`src/rtl/vco_freq_ctrl.sv`:
```
// Frequency-locked-loop controller for the vco block.
// Each window it counts VCO cycles, compares the count against the requested
// target and steps the control word until the count stays within tolerance.
module vco_freq_ctrl #(
    parameter int unsigned RESOLUTION_BITS = 30,
    parameter int unsigned CNT_W           = 32,
    parameter int unsigned WINDOW_CYCLES   = 1024,
    parameter int unsigned SETTLE_CYCLES   = 16,
    parameter int unsigned GAIN_SHIFT      = 2,
    parameter int unsigned LOCK_TOL        = 1,
    parameter int unsigned LOCK_WINDOWS    = 4,
    parameter int unsigned MAX_ITER        = 255
) (
    input  logic                       clk_i,
    input  logic                       rst_i,
    input  logic [CNT_W-1:0]           target_i,
    input  logic                       target_valid_i,
    output logic                       target_ready_o,
    input  logic [CNT_W-1:0]           vco_count_i,
    output logic [RESOLUTION_BITS-1:0] voltage_ctrl_o,
    output logic [CNT_W-1:0]           meas_o,
    output logic                       locked_o,
    output logic                       busy_o,
    output logic                       fail_o
);

    localparam int unsigned RB       = RESOLUTION_BITS;
    localparam int unsigned TMAX     = (WINDOW_CYCLES > SETTLE_CYCLES) ? WINDOW_CYCLES
                                                                       : SETTLE_CYCLES;
    localparam int unsigned TIMER_W  = $clog2(TMAX + 1);
    localparam int unsigned ITER_W   = $clog2(MAX_ITER + 1);
    localparam int unsigned STREAK_W = $clog2(LOCK_WINDOWS + 1);
    localparam int unsigned WW       = (CNT_W > RB) ? CNT_W : RB;
    localparam logic [RB-1:0] VMAX   = '1;

    typedef enum logic [2:0] {StIdle, StSettle, StMeasure, StAdjust, StFail} state_e;

    state_e                state_q, state_d;
    logic [TIMER_W-1:0]    timer_q, timer_d;
    logic [CNT_W-1:0]      start_q, start_d;
    logic [CNT_W-1:0]      target_q, target_d;
    logic [CNT_W-1:0]      meas_q, meas_d;
    logic [RB-1:0]         volt_q, volt_d;
    logic [ITER_W-1:0]     iter_q, iter_d;
    logic [STREAK_W-1:0]   streak_q, streak_d;
    logic                  locked_q, locked_d;
    logic                  busy_q, busy_d;
    logic                  fail_q, fail_d;

    logic                  ready;
    logic                  xfer;
    logic [CNT_W:0]        err_raw;
    logic                  err_neg;
    logic [CNT_W:0]        err_mag;
    logic                  on_target;
    logic [WW-1:0]         shifted_w;
    logic [RB-1:0]         step;
    logic [RB:0]           sum;
    logic [RB-1:0]         volt_up;
    logic [RB-1:0]         volt_dn;
    logic                  at_rail;
    logic [ITER_W-1:0]     iter_base;

    assign ready = (state_q != StAdjust);
    assign xfer  = target_valid_i && ready;

    // err = target - meas as a CNT_W+1-bit two's-complement value
    assign err_raw   = {1'b0, target_q} - {1'b0, meas_q};
    assign err_neg   = err_raw[CNT_W];
    assign err_mag   = err_neg ? (~err_raw + (CNT_W+1)'(1)) : err_raw;
    assign on_target = (err_mag <= (CNT_W+1)'(LOCK_TOL));

    // Step size: |err| >> GAIN_SHIFT, at least 1, clipped to the word range
    always_comb begin
        shifted_w = WW'(err_mag[CNT_W-1:0] >> GAIN_SHIFT);
        if (shifted_w == '0) begin
            step = RB'(1);
        end else if (shifted_w > WW'(VMAX)) begin
            step = VMAX;
        end else begin
            step = shifted_w[RB-1:0];
        end
    end

    assign sum     = {1'b0, volt_q} + {1'b0, step};
    assign volt_up = sum[RB] ? VMAX : sum[RB-1:0];
    assign volt_dn = (volt_q < step) ? '0 : (volt_q - step);
    // Already pinned at the rail the error is pushing towards
    assign at_rail = (!err_neg && (volt_q == VMAX)) || (err_neg && (volt_q == '0));

    // Next-state logic: window sequencing, loop update and target handshake
    always_comb begin
        state_d   = state_q;
        timer_d   = timer_q;
        start_d   = start_q;
        target_d  = target_q;
        meas_d    = meas_q;
        volt_d    = volt_q;
        iter_d    = iter_q;
        streak_d  = streak_q;
        locked_d  = locked_q;
        busy_d    = busy_q;
        fail_d    = fail_q;
        iter_base = iter_q;

        unique case (state_q)
            StIdle: ;
            StSettle: begin
                if (timer_q == TIMER_W'(SETTLE_CYCLES - 1)) begin
                    start_d = vco_count_i;
                    timer_d = '0;
                    state_d = StMeasure;
                end else begin
                    timer_d = timer_q + TIMER_W'(1);
                end
            end
            StMeasure: begin
                if (timer_q == TIMER_W'(WINDOW_CYCLES - 1)) begin
                    // Modular difference makes counter wrap transparent
                    meas_d  = vco_count_i - start_q;
                    timer_d = '0;
                    state_d = StAdjust;
                end else begin
                    timer_d = timer_q + TIMER_W'(1);
                end
            end
            StAdjust: begin
                state_d = StSettle;
                if (on_target) begin
                    if (streak_q != STREAK_W'(LOCK_WINDOWS)) begin
                        streak_d = streak_q + STREAK_W'(1);
                    end
                    if (streak_d == STREAK_W'(LOCK_WINDOWS)) begin
                        locked_d = 1'b1;
                        busy_d   = 1'b0;
                    end
                end else begin
                    streak_d = '0;
                    // Losing lock starts a fresh acquisition with a new step budget
                    if (locked_q) begin
                        locked_d  = 1'b0;
                        busy_d    = 1'b1;
                        iter_base = '0;
                    end
                    if (at_rail || (iter_base == ITER_W'(MAX_ITER))) begin
                        fail_d   = 1'b1;
                        busy_d   = 1'b0;
                        locked_d = 1'b0;
                        iter_d   = iter_base;
                        state_d  = StFail;
                    end else begin
                        volt_d = err_neg ? volt_dn : volt_up;
                        iter_d = iter_base + ITER_W'(1);
                    end
                end
            end
            StFail: ;
            default: state_d = StIdle;
        endcase

        // A new target aborts whatever window is in flight
        if (xfer) begin
            target_d = target_i;
            locked_d = 1'b0;
            fail_d   = 1'b0;
            iter_d   = '0;
            streak_d = '0;
            busy_d   = 1'b1;
            timer_d  = '0;
            state_d  = StSettle;
        end
    end

    // State register with synchronous reset
    always_ff @(posedge clk_i) begin
        if (rst_i) begin
            state_q  <= StIdle;
            timer_q  <= '0;
            start_q  <= '0;
            target_q <= '0;
            meas_q   <= '0;
            volt_q   <= '0;
            iter_q   <= '0;
            streak_q <= '0;
            locked_q <= 1'b0;
            busy_q   <= 1'b0;
            fail_q   <= 1'b0;
        end else begin
            state_q  <= state_d;
            timer_q  <= timer_d;
            start_q  <= start_d;
            target_q <= target_d;
            meas_q   <= meas_d;
            volt_q   <= volt_d;
            iter_q   <= iter_d;
            streak_q <= streak_d;
            locked_q <= locked_d;
            busy_q   <= busy_d;
            fail_q   <= fail_d;
        end
    end

    assign target_ready_o = ready;
    assign voltage_ctrl_o = volt_q;
    assign meas_o         = meas_q;
    assign locked_o       = locked_q;
    assign busy_o         = busy_q;
    assign fail_o         = fail_q;

endmodule

```
`config.mk`:
```
export PLATFORM = sky130hd
export DESIGN_NAME = vco_freq_ctrl
export DESIGN_NICKNAME = d
export VERILOG_FILES = /design/src/rtl/vco_freq_ctrl.sv
export SDC_FILE = /design/constraint.sdc
export NUM_CORES = 1
export LEC_CHECK = 0
export ABC_AREA = 1
export CORE_UTILIZATION = 40
export DETAILED_ROUTE_END_ITERATION = 8
export GPL_TIMING_DRIVEN = 0
export PLACE_DENSITY_LB_ADDON = 0.05
export SKIP_LAST_GASP = 1
export SYNTH_ARGS = -nofsm -noshare
export SYNTH_HDL_FRONTEND = slang
export SYNTH_SLANG_ARGS = --single-unit
export TNS_END_PERCENT = 50
```
`constraint.sdc`:
```
create_clock -name clk_i -period 5.2 [get_ports clk_i]
set_clock_uncertainty 0.15 [all_clocks]
set_input_delay 1.04 -clock clk_i [delete_from_list [all_inputs] [get_ports clk_i]]
set_output_delay 1.04 -clock clk_i [all_outputs]
set_load 0.05 [all_outputs]
```
==> flow_summary.toml, run 1 <==
[yosys]
synth_mux_area_share_pct = 0
synth-seq-cells = 154
dominantRegCellSynth = "dfxtp_1"
synth_xor_area_share_pct = 6.12
ys_seq_area_share_pct = 20.3
synth_common_cells = "nand2_1, inv_1, nor2_1"
synth.distinct_cells = 48
synth_compound_area_share_pct = 17.3
synth_area_mm2 = 0.0152
synth_top_area_share_pct = 20.3
synthAdderAreaFrac_pct = 11.6
synth_top_family_by_area = "simple AND/OR/NAND/NOR gates"
async_flop_share_pct = 0
yosysMostFrequentCell = "nand2_1"
synth_cells = 2518
syn_nets = 2723
yosys.area_share.simple_pct = 32.1
synth-edff-count = 0
avgSynthCellArea_um2 = 6.04
yosys.area.top_type = "dfxtp_1"
ys_warn_count = 0
synth.area.top_cells = "dfxtp_1, nand2_1, ha_1, inv_1, a21oi_1"

[die]
initial_utilization_pct = 40.5
die_h_um = 197
die_w_um = 197
io_pins = 133
dieArea_mm2 = 0.0388
rows = 71
core_mm2 = 0.0376

[clock_tree]
clk_path_buf_depth = 2
cts_hold_buf = 0
cts_sinks = 154
cts_tree = "done"
clkLatencyLatePin_ns = 0.46
cts-root-buf = "clkbuf_16"
htreeDepth = 4
cts_inserted_buffers = 17
clk_pin_slew_ns = 0.06

[power]
power.total_uw = 5060
power_frac_clock_pct = 25.1
p_seq_share_pct = 24.0
comb_power_share_pct = 50.9
p_sw_uw = 2290
power_leakage_uw = 0.00941
vdd_ir_drop_max_uv = 250
p_int_uw = 2770
switching_share_pct = 45.3
power.density_mw_per_mm2 = 258

[worst_setup_path]
worst_ep_arrival_time_ns = 6.35
crit_family = "simple AND/OR/NAND/NOR gates"
worst-path-buf-inv = 6
endpoint_kind = "flop"
cp_max_fo = 6
crit_type = "reg2reg"
cpMostUsedCell = "nand3_2"
cp_slowest_cell = "fa_2"
cp_data_required_time_ns = 5.43
cp-start-kind = "flop"
critPathMaxStageDelay_ns = 0.55

[run]
cap_violations = 0

[global_route]
grt_max_degree = 17
grt_pass1_vias = 15800
grt_pass1_wl_um = 82900
gr-total-overflow = 0
grtUsageTotal_pct = 27.6
antenna_found_initial = 2

[run_status]
violations = "setup timing"
status = "complete, but fails checks"

[place]
gp_congestion = 0.899
port_buffers = 132
hpwl_um = 43200

[layout]
syn2layout_area_growth_pct = 29.3
nFillCells = 3949
multiInputGateArea_mm2 = 0.0113
seq_area_mm2 = 0.00317
nets = 2948
utilization_pct = 52.3
diodes = 0
drive_gt1_share_pct = 16.5

[timing]
drv_slew = 0
fin_ws_ns = -0.916
slew_headroom_pct = 34.0
worstMarginPinSlew_ns = 0.990
finalCriticalPeriod_ns = 6.12
min_period_over_period_pct = 118
setup_tns_ns = -25.09
rsz0062_at_grt = "yes"
hold_violations = 0
finalSetupViolCount = 30
timing.fmax_mhz = 163

[routing]
drt-wirelength-per-cell_um = 16.3
drt_iter0_drc = 715
via_count = 16400
drcViolationCount = 0
routed_via_density = 5.03
dr.pass1.iters = 7
wl_um = 53400
ant_nets = 0

[min_path]
hp-class = "reg2reg"
-- registers in the layout, indices dropped and copies added (netlist names) --
signal          cells
target_q           32
meas_o             32
voltage_ctrl_o     30
start_q            32
busy_o              1
streak_q            3
fail_o              1
state_q             3
iter_q              8
timer_q            11
locked_o            1
-- routing by layer --
| layer | vias to the layer above | routed length [um] | share of wire, % | global-route usage (%) |
|---|---|---|---|---|
| li1 | 8525 | - | - | - |
| met1 | 7516 | 22700 | 43 | 31.9 |
| met2 | 312 | 26600 | 50 | 50.5 |
| met3 | 82 | 1890 | 3.5 | 3.46 |
| met4 | 0 | 2220 | 4.2 | 12.0 |
| met5 | - | 0 | 0 | 0 |
-- stage by stage --
| stage | hold slack [ns] | cell area (um^2) | setup WS (ns) | cells |
|---|---|---|---|---|
| after floorplan | 0.278 | 15400 | -0.256 | 2518 |
| after global placement | 0.287 | 17300 | -1.93 | 3161 |
| after detailed placement | 0.296 | 17300 | -1.94 | 3161 |
| after CTS | 0.306 | 19100 | -0.933 | 3257 |
| after global routing | 0.321 | 19700 | -1.26 | 3267 |
| final | 0.304 | 19700 | -0.916 | 3267 |
-- area by class of cell --
type	instances	area share [%]
Multi-Input combinational cell	1864	57.5
Sequential cell	154	16.1
Timing Repair Buffer	205	9.85
Inverter	434	8.33
Tap cell	511	3.25
Clock buffer	18	2.18
Buffer	66	1.99
Clock inverter	14	0.745
Timing Repair inverter	1	0.0318
-- final timing paths --
| check | cells past startpoint | slack, ns | from | endpoint |
|---|---|---|---|---|
| max | 38 | -0.92 | target_q[0] | voltage_ctrl_o[25] |
| min | 2 | 0.30 | fail_o | fail_o |
| max reg2reg | 38 | -0.92 | target_q[0] | voltage_ctrl_o[25] |
| min reg2reg | 2 | 0.30 | fail_o | fail_o |
-- worst register-to-register path: cells and delay by family (launching register included) --
| family | cells | cell delay [ns] |
|---|---|---|
| compound gates | 9 | 1.15 |
| xor+xnor | 1 | 0.18 |
| fa+ha+maj | 5 | 1.33 |
| buf+inv | 6 | 0.51 |
| flops | 1 | 0.34 |
| simple gates | 17 | 2.40 |
-- cell usage in the layout, fill, tap and decap left out, types with 36 or more instances in the layout --
cell,instances
a21oi_1,201
buf_4,64
clkbuf_1,50
clkdlybuf4s50_1,132
dfxtp_1,120
ha_1,106
inv_1,394
inv_2,36
nand2_1,523
nand2_2,55
nand3_1,92
nand4_1,53
nor2_1,246
o21ai_0,147
o21ai_1,43
xor2_1,71
-- logic make-up after synthesis --
logic type	Yosys count
adders and majority gates	138
AOI/OAI and AO/OA	494
and+or+nand+nor	1130
DFF	154
xor gates and xnor gates	102
buffers and inverters	500
-- power by group through the flow --
| stage | clock (uW) | combinational (uW) | sequential, uW |
|---|---|---|---|
| floorplan | 0 | 1580 | 1240 |
| global placement | 0 | 2140 | 1240 |
| detailed placement | 0 | 2160 | 1240 |
| CTS | 1300 | 2400 | 1210 |
| global route | 1340 | 2870 | 1220 |
| finish | 1270 | 2580 | 1210 |
-- what timing repair did --
item | 4_1_cts | 5_1_grt
pin swaps | 82 | 52
buffers inserted | 59 | 10
gates cloned | 5 | 0
endpoints found under the setup margin | 30 | 31
gates resized for setup | 167 | 132
(Power assumes the default switching activity.)
==> inputs of run 2 (changes only) <==
--- a/config.mk
+++ b/config.mk
@@ -9,6 +9,7 @@
 export CORE_UTILIZATION = 40
 export DETAILED_ROUTE_END_ITERATION = 8
 export GPL_TIMING_DRIVEN = 0
+export MAX_ROUTING_LAYER = met4
 export PLACE_DENSITY_LB_ADDON = 0.05
 export SKIP_LAST_GASP = 1
 export SYNTH_ARGS = -nofsm -noshare
==> constraint.sdc (replaced) <==
create_clock -name clk_i -period 5.2 [get_ports clk_i]
set_clock_uncertainty 0.15 [all_clocks]
set_input_delay 1.04 -clock clk_i [delete_from_list [all_inputs] [get_ports clk_i]]
set_output_delay 1.04 -clock clk_i [all_outputs]
set_load 0.005 [all_outputs]
==> run 2 against run 1 <==
The run still ends with setup timing left. Highest routed layer unchanged. Core utilization grew 0.57 points. Critical path type unchanged. Clock power is essentially flat. Worst setup slack gained 0.057 ns. Largest cell class unchanged. Sequential share of layout area shrank 0.51 points. Via count grew 0.23%. Combinational power grew 3%. Power grew 2.1%. Non-clock buffer count grew 1. Fmax grew 0.94%. Register-to-register slack gained 0.06 ns. Count of clock-buffer cells in the layout shrank 1. Hold slack is essentially flat.
==> flow_summary.toml, run 2 (synthesis results as in run 1) <==
[run_status]
status = "complete, but fails checks"
violations = "setup timing"

[clock_tree]
cts_inserted_buffers = 17
htreeDepth = 4
cts_sinks = 154
cts_tree = "done"
clk_path_buf_depth = 2
cts_hold_buf = 0
clk_pin_slew_ns = 0.07
clkLatencyLatePin_ns = 0.46
cts-root-buf = "clkbuf_16"

[routing]
drt-wirelength-per-cell_um = 16.4
dr.pass1.iters = 5
via_count = 16500
drcViolationCount = 0
wl_um = 53700
drt_iter0_drc = 757
ant_nets = 0
routed_via_density = 5.04

[place]
place_area_mm2 = 0.0173
port_buffers = 132
hpwl_um = 43100
numPlacedInstances = 3161
gp_congestion = 1.01

[timing]
hold_violations = 0
drv_slew = 0
finalSetupViolCount = 30
finalCriticalPeriod_ns = 6.06
fin_ws_ns = -0.860
rsz0062_at_grt = "yes"
worstMarginPinSlew_ns = 1.06
timing.fmax_mhz = 165
slew_headroom_pct = 29.3
min_period_over_period_pct = 117

[layout]
final_cell_mix = "nand2_1, inv_1, nor2_1"
post-route-cell-area_mm2 = 0.0199
seq_area_mm2 = 0.00311
nets = 2948
nFillCells = 3843
multiInputGateArea_mm2 = 0.0116
layout_commonest_cell = "nand2_1"
diodes = 0
syn2layout_area_growth_pct = 30.7
layout.cells.non_filler = 3267
drive_gt1_share_pct = 17.2

[worst_setup_path]
cp-start-kind = "flop"
rr_startpoint = "target_q[0]"
crit_type = "reg2reg"
endpoint_kind = "flop"
startpoint = "target_q[0]"
critPathMaxStageDelay_ns = 0.57
worst_ep_arrival_time_ns = 6.26
cp_slowest_cell = "fa_2"
cp_data_required_time_ns = 5.40
cp_max_fo = 5

[min_path]
min_from = "start_q[0]"
hp-class = "reg2reg"

[global_route]
grt_pass1_vias = 15900
grt_pass1_wl_um = 81900
gr-total-overflow = 0
grt_max_degree = 17
antenna_found_initial = 2
grtUsageTotal_pct = 28.0

[die]
dieArea_mm2 = 0.0388
die_h_um = 197
die_w_um = 197
io_pins = 133
core_mm2 = 0.0376
initial_utilization_pct = 40.5
rows = 71

[run]
cap_violations = 0

[power]
vdd_ir_drop_max_uv = 265
power_leakage_uw = 0.00943
power.density_mw_per_mm2 = 260
run 2: path summary, 6_finish.rpt:
kind / end / cells after the start / slack [ns]
setup reg to reg: voltage_ctrl_o[13] / 39 / -0.86
hold reg to reg: start_q[0] / 2 / 0.30
hold / removal: start_q[0] / 2 / 0.30
setup / recovery: voltage_ctrl_o[13] / 39 / -0.86
run 2: cell type report:
type	instances	area share [%]
plain buffers	66	1.89
clock buffers	17	2.14
clock inverters	15	0.787
inverters	434	8.28
multi-input cells	1864	58.4
flip-flops and latches	154	15.6
well taps	511	3.22
repair buffers	206	9.67
run 2: metal layers:
metal / up-vias / track usage (%) / part of all wire [%]
met5: - / - / 0
met4: 0 / 11.9 / 3.4
met3: 76 / 2.48 / 3.3
met2: 358 / 50.4 / 51
met1: 7525 / 31.5 / 43
li1: 8513 / - / -
run 2: per-stage QoR:
stage	util [%]	total power, uW	hold slack [ns]	setup slack [ns]	TNS (ns)
3_3_place_gp	45.9	3370	0.289	-2.01	-54.10
5_1_grt	52.9	5530	0.322	-1.18	-33.64
6_report	52.9	5170	0.304	-0.860	-23.91
2_1_floorplan	-	2830	0.278	-0.198	-3.29
3_5_place_dp	45.9	3390	0.295	-2.00	-55.06
4_1_cts	49.7	4860	0.305	-1.02	-27.48
run 2: critical path, delay by kind of cell, from the launching register on:
kind | cells | cell delay (ns)
simple gates | 19 | 2.11
flops | 1 | 0.34
compound gates | 9 | 1.35
xor+xnor | 1 | 0.19
fa+ha+maj | 5 | 1.36
buf+inv | 5 | 0.45
run 2: where the power goes:
part / switching, uW / leakage, uW / internal, uW
clock: 609 / 0.000276 / 679
sequential: 25.2 / 0.00126 / 1200
combinational: 1720 / 0.00789 / 937
total: 2350 / 0.00943 / 2820
run 2: repair_timing:
action / 4_1_cts / 5_1_grt
pin swaps: 76 / 88
cloned: 2 / 1
setup endpoints to repair: 30 / 31
resized for setup: 142 / 219
buffers inserted: 33 / 38
==> inputs of run 3 (changes only) <==
--- a/config.mk
+++ b/config.mk
@@ -6,6 +6,7 @@
 export NUM_CORES = 1
 export LEC_CHECK = 0
 export ABC_AREA = 1
+export CORE_ASPECT_RATIO = 0.8
 export CORE_UTILIZATION = 40
 export DETAILED_ROUTE_END_ITERATION = 8
 export GPL_TIMING_DRIVEN = 0
==> run 3 against run 2 <==
The run ends with DRC, setup timing left. Critical endpoint is now voltage_ctrl_o[6]. Flip-flop and latch count is the same. Power rose by 2.7%. Largest power group unchanged. Sequential share of layout area down 0.23 points. Hold slack worse by 0.0035 ns. Via count rose by 3.2%. Sequential power is essentially flat. Fmax down 2.7%. Clock power rose by 5%.
==> flow_summary.toml, run 3 (synthesis results as in run 1) <==
[run_status]
status = "complete, but fails checks"
violations = "DRC, setup timing"

[clock_tree]
cts_tree = "done"
htreeDepth = 4
cts_inserted_buffers = 17
cts_sinks = 154
clk_pin_slew_ns = 0.07
clk_path_buf_depth = 2
clkLatencyLatePin_ns = 0.46
cts-root-buf = "clkbuf_16"

[timing]
setup_tns_ns = -26.57
finalCriticalPeriod_ns = 6.23
timing.fmax_mhz = 161
min_period_over_period_pct = 120
fin_ws_ns = -1.03
fin_hold_ws_ns = 0.300
hold_violations = 0
slew_headroom_pct = 41.3
finalSetupViolCount = 30
rsz0062_at_grt = "yes"
worstMarginPinSlew_ns = 0.871
drv_slew = 0

[global_route]
grt_pass1_vias = 16000
grt_pass1_wl_um = 88500
gr-total-overflow = 0
grt_max_degree = 17
antenna_found_initial = 3
grtUsageTotal_pct = 30.7

[layout]
syn2layout_area_growth_pct = 32.8
utilization_pct = 54.1
seq_area_mm2 = 0.00311
nets = 2996
nFillCells = 3825
layout_commonest_cell = "nand2_1"
drive_gt1_share_pct = 18.5
final_cell_mix = "nand2_1, inv_1, nor2_1"
layout.cells.non_filler = 3291
multiInputGateArea_mm2 = 0.0116

[routing]
drcViolationCount = 6
ant_nets = 0
drt-wirelength-per-cell_um = 17.4
wl_um = 57200
via_count = 17000
dr.pass1.iters = 8
routed_via_density = 5.17
drt_iter0_drc = 1554

[die]
die_h_um = 176
core_mm2 = 0.0373
die_w_um = 220
rows = 63
io_pins = 133
initial_utilization_pct = 40.8
dieArea_mm2 = 0.0388

[power]
vdd_ir_drop_max_uv = 347
power.total_uw = 5310
power.density_mw_per_mm2 = 263
power_leakage_uw = 0.00970

[place]
port_buffers = 132
gp_congestion = 0.995
hpwl_um = 44800
numPlacedInstances = 3137

[worst_setup_path]
cpMostUsedCell = "buf_4"
endpoint_kind = "flop"
crit_type = "reg2reg"
reg2reg_setup_slack_ns = -1.03
cp_slowest_cell = "fa_2"
worst_ep_arrival_time_ns = 6.48
cp_max_fo = 5
critPathMaxStageDelay_ns = 0.57
cp-start-kind = "flop"
cp_data_required_time_ns = 5.45

[run]
cap_violations = 0

[min_path]
hp-class = "reg2reg"
[run 3: cell count changes in the layout (fill, tap and decap cells not counted), moves of 7 or more]
cell / before / now
o21ai_0: 160 / 150
dfxtp_1: 137 / 144
dfxtp_2: 16 / 4
nand2_1: 497 / 507
inv_2: 38 / 45
buf_4: 68 / 117
[run 3: area by class of cell]
| cell class | count | share of cell area [%] |
|---|---|---|
| Antenna cell | 3 | 0.0372 |
| Clock inverter | 10 | 0.706 |
| Clock buffer | 19 | 2.24 |
| Tap cell | 487 | 3.02 |
| Sequential cell | 154 | 15.4 |
| Multi-Input combinational cell | 1864 | 57.3 |
| Inverter | 434 | 8.13 |
| Buffer | 66 | 1.88 |
| Timing Repair Buffer | 254 | 11.3 |
[run 3: metal layers]
metal	vias to the layer above	share of wire [%]	GRT usage, %
met1	7857	50	43.8
li1	8610	-	-
met2	476	41	44.2
met5	-	0	-
met3	61	6.5	5.27
met4	0	2.0	8.07
[run 3: final timing paths]
| check | start | cells past startpoint | endpoint |
|---|---|---|---|
| max | target_q[0] | 46 | voltage_ctrl_o[6] |
| max reg2reg | target_q[0] | 46 | voltage_ctrl_o[6] |
| min | fail_o | 2 | fail_o |
| min reg2reg | fail_o | 2 | fail_o |
[run 3: what timing repair did]
action / in CTS / in global routing
hold buffers: 0 / 0
resized for setup: 254 / 108
buffers inserted: 87 / 32
cloned: 3 / 0
pin swaps: 92 / 61
setup endpoints to repair: 30 / 30
[run 3: power breakdown]
group / switching [uW] / internal [uW]
logic: 1780 / 955
registers: 23.2 / 1200
clock network: 575 / 777
[run 3: through the flow]
stage,setup WS [ns],instance area [um^2]
floorplan,-0.198,15300
global placement,-1.89,17200
detailed placement,-1.90,17200
CTS,-0.820,19600
global route,-1.27,20200
finish,-1.03,20200
[run 3: worst max-delay path, delay by kind of cell, from the launching register on]
| kind | cells | cell delay, ns |
|---|---|---|
| adder cells (fa/ha/maj) | 5 | 1.45 |
| AO/OA/AOI/OAI | 4 | 0.40 |
| AND/OR/NAND/NOR | 18 | 1.63 |
| flip-flops | 1 | 0.33 |
| buffers and inverters | 18 | 2.00 |
| XOR/XNOR | 1 | 0.17 |
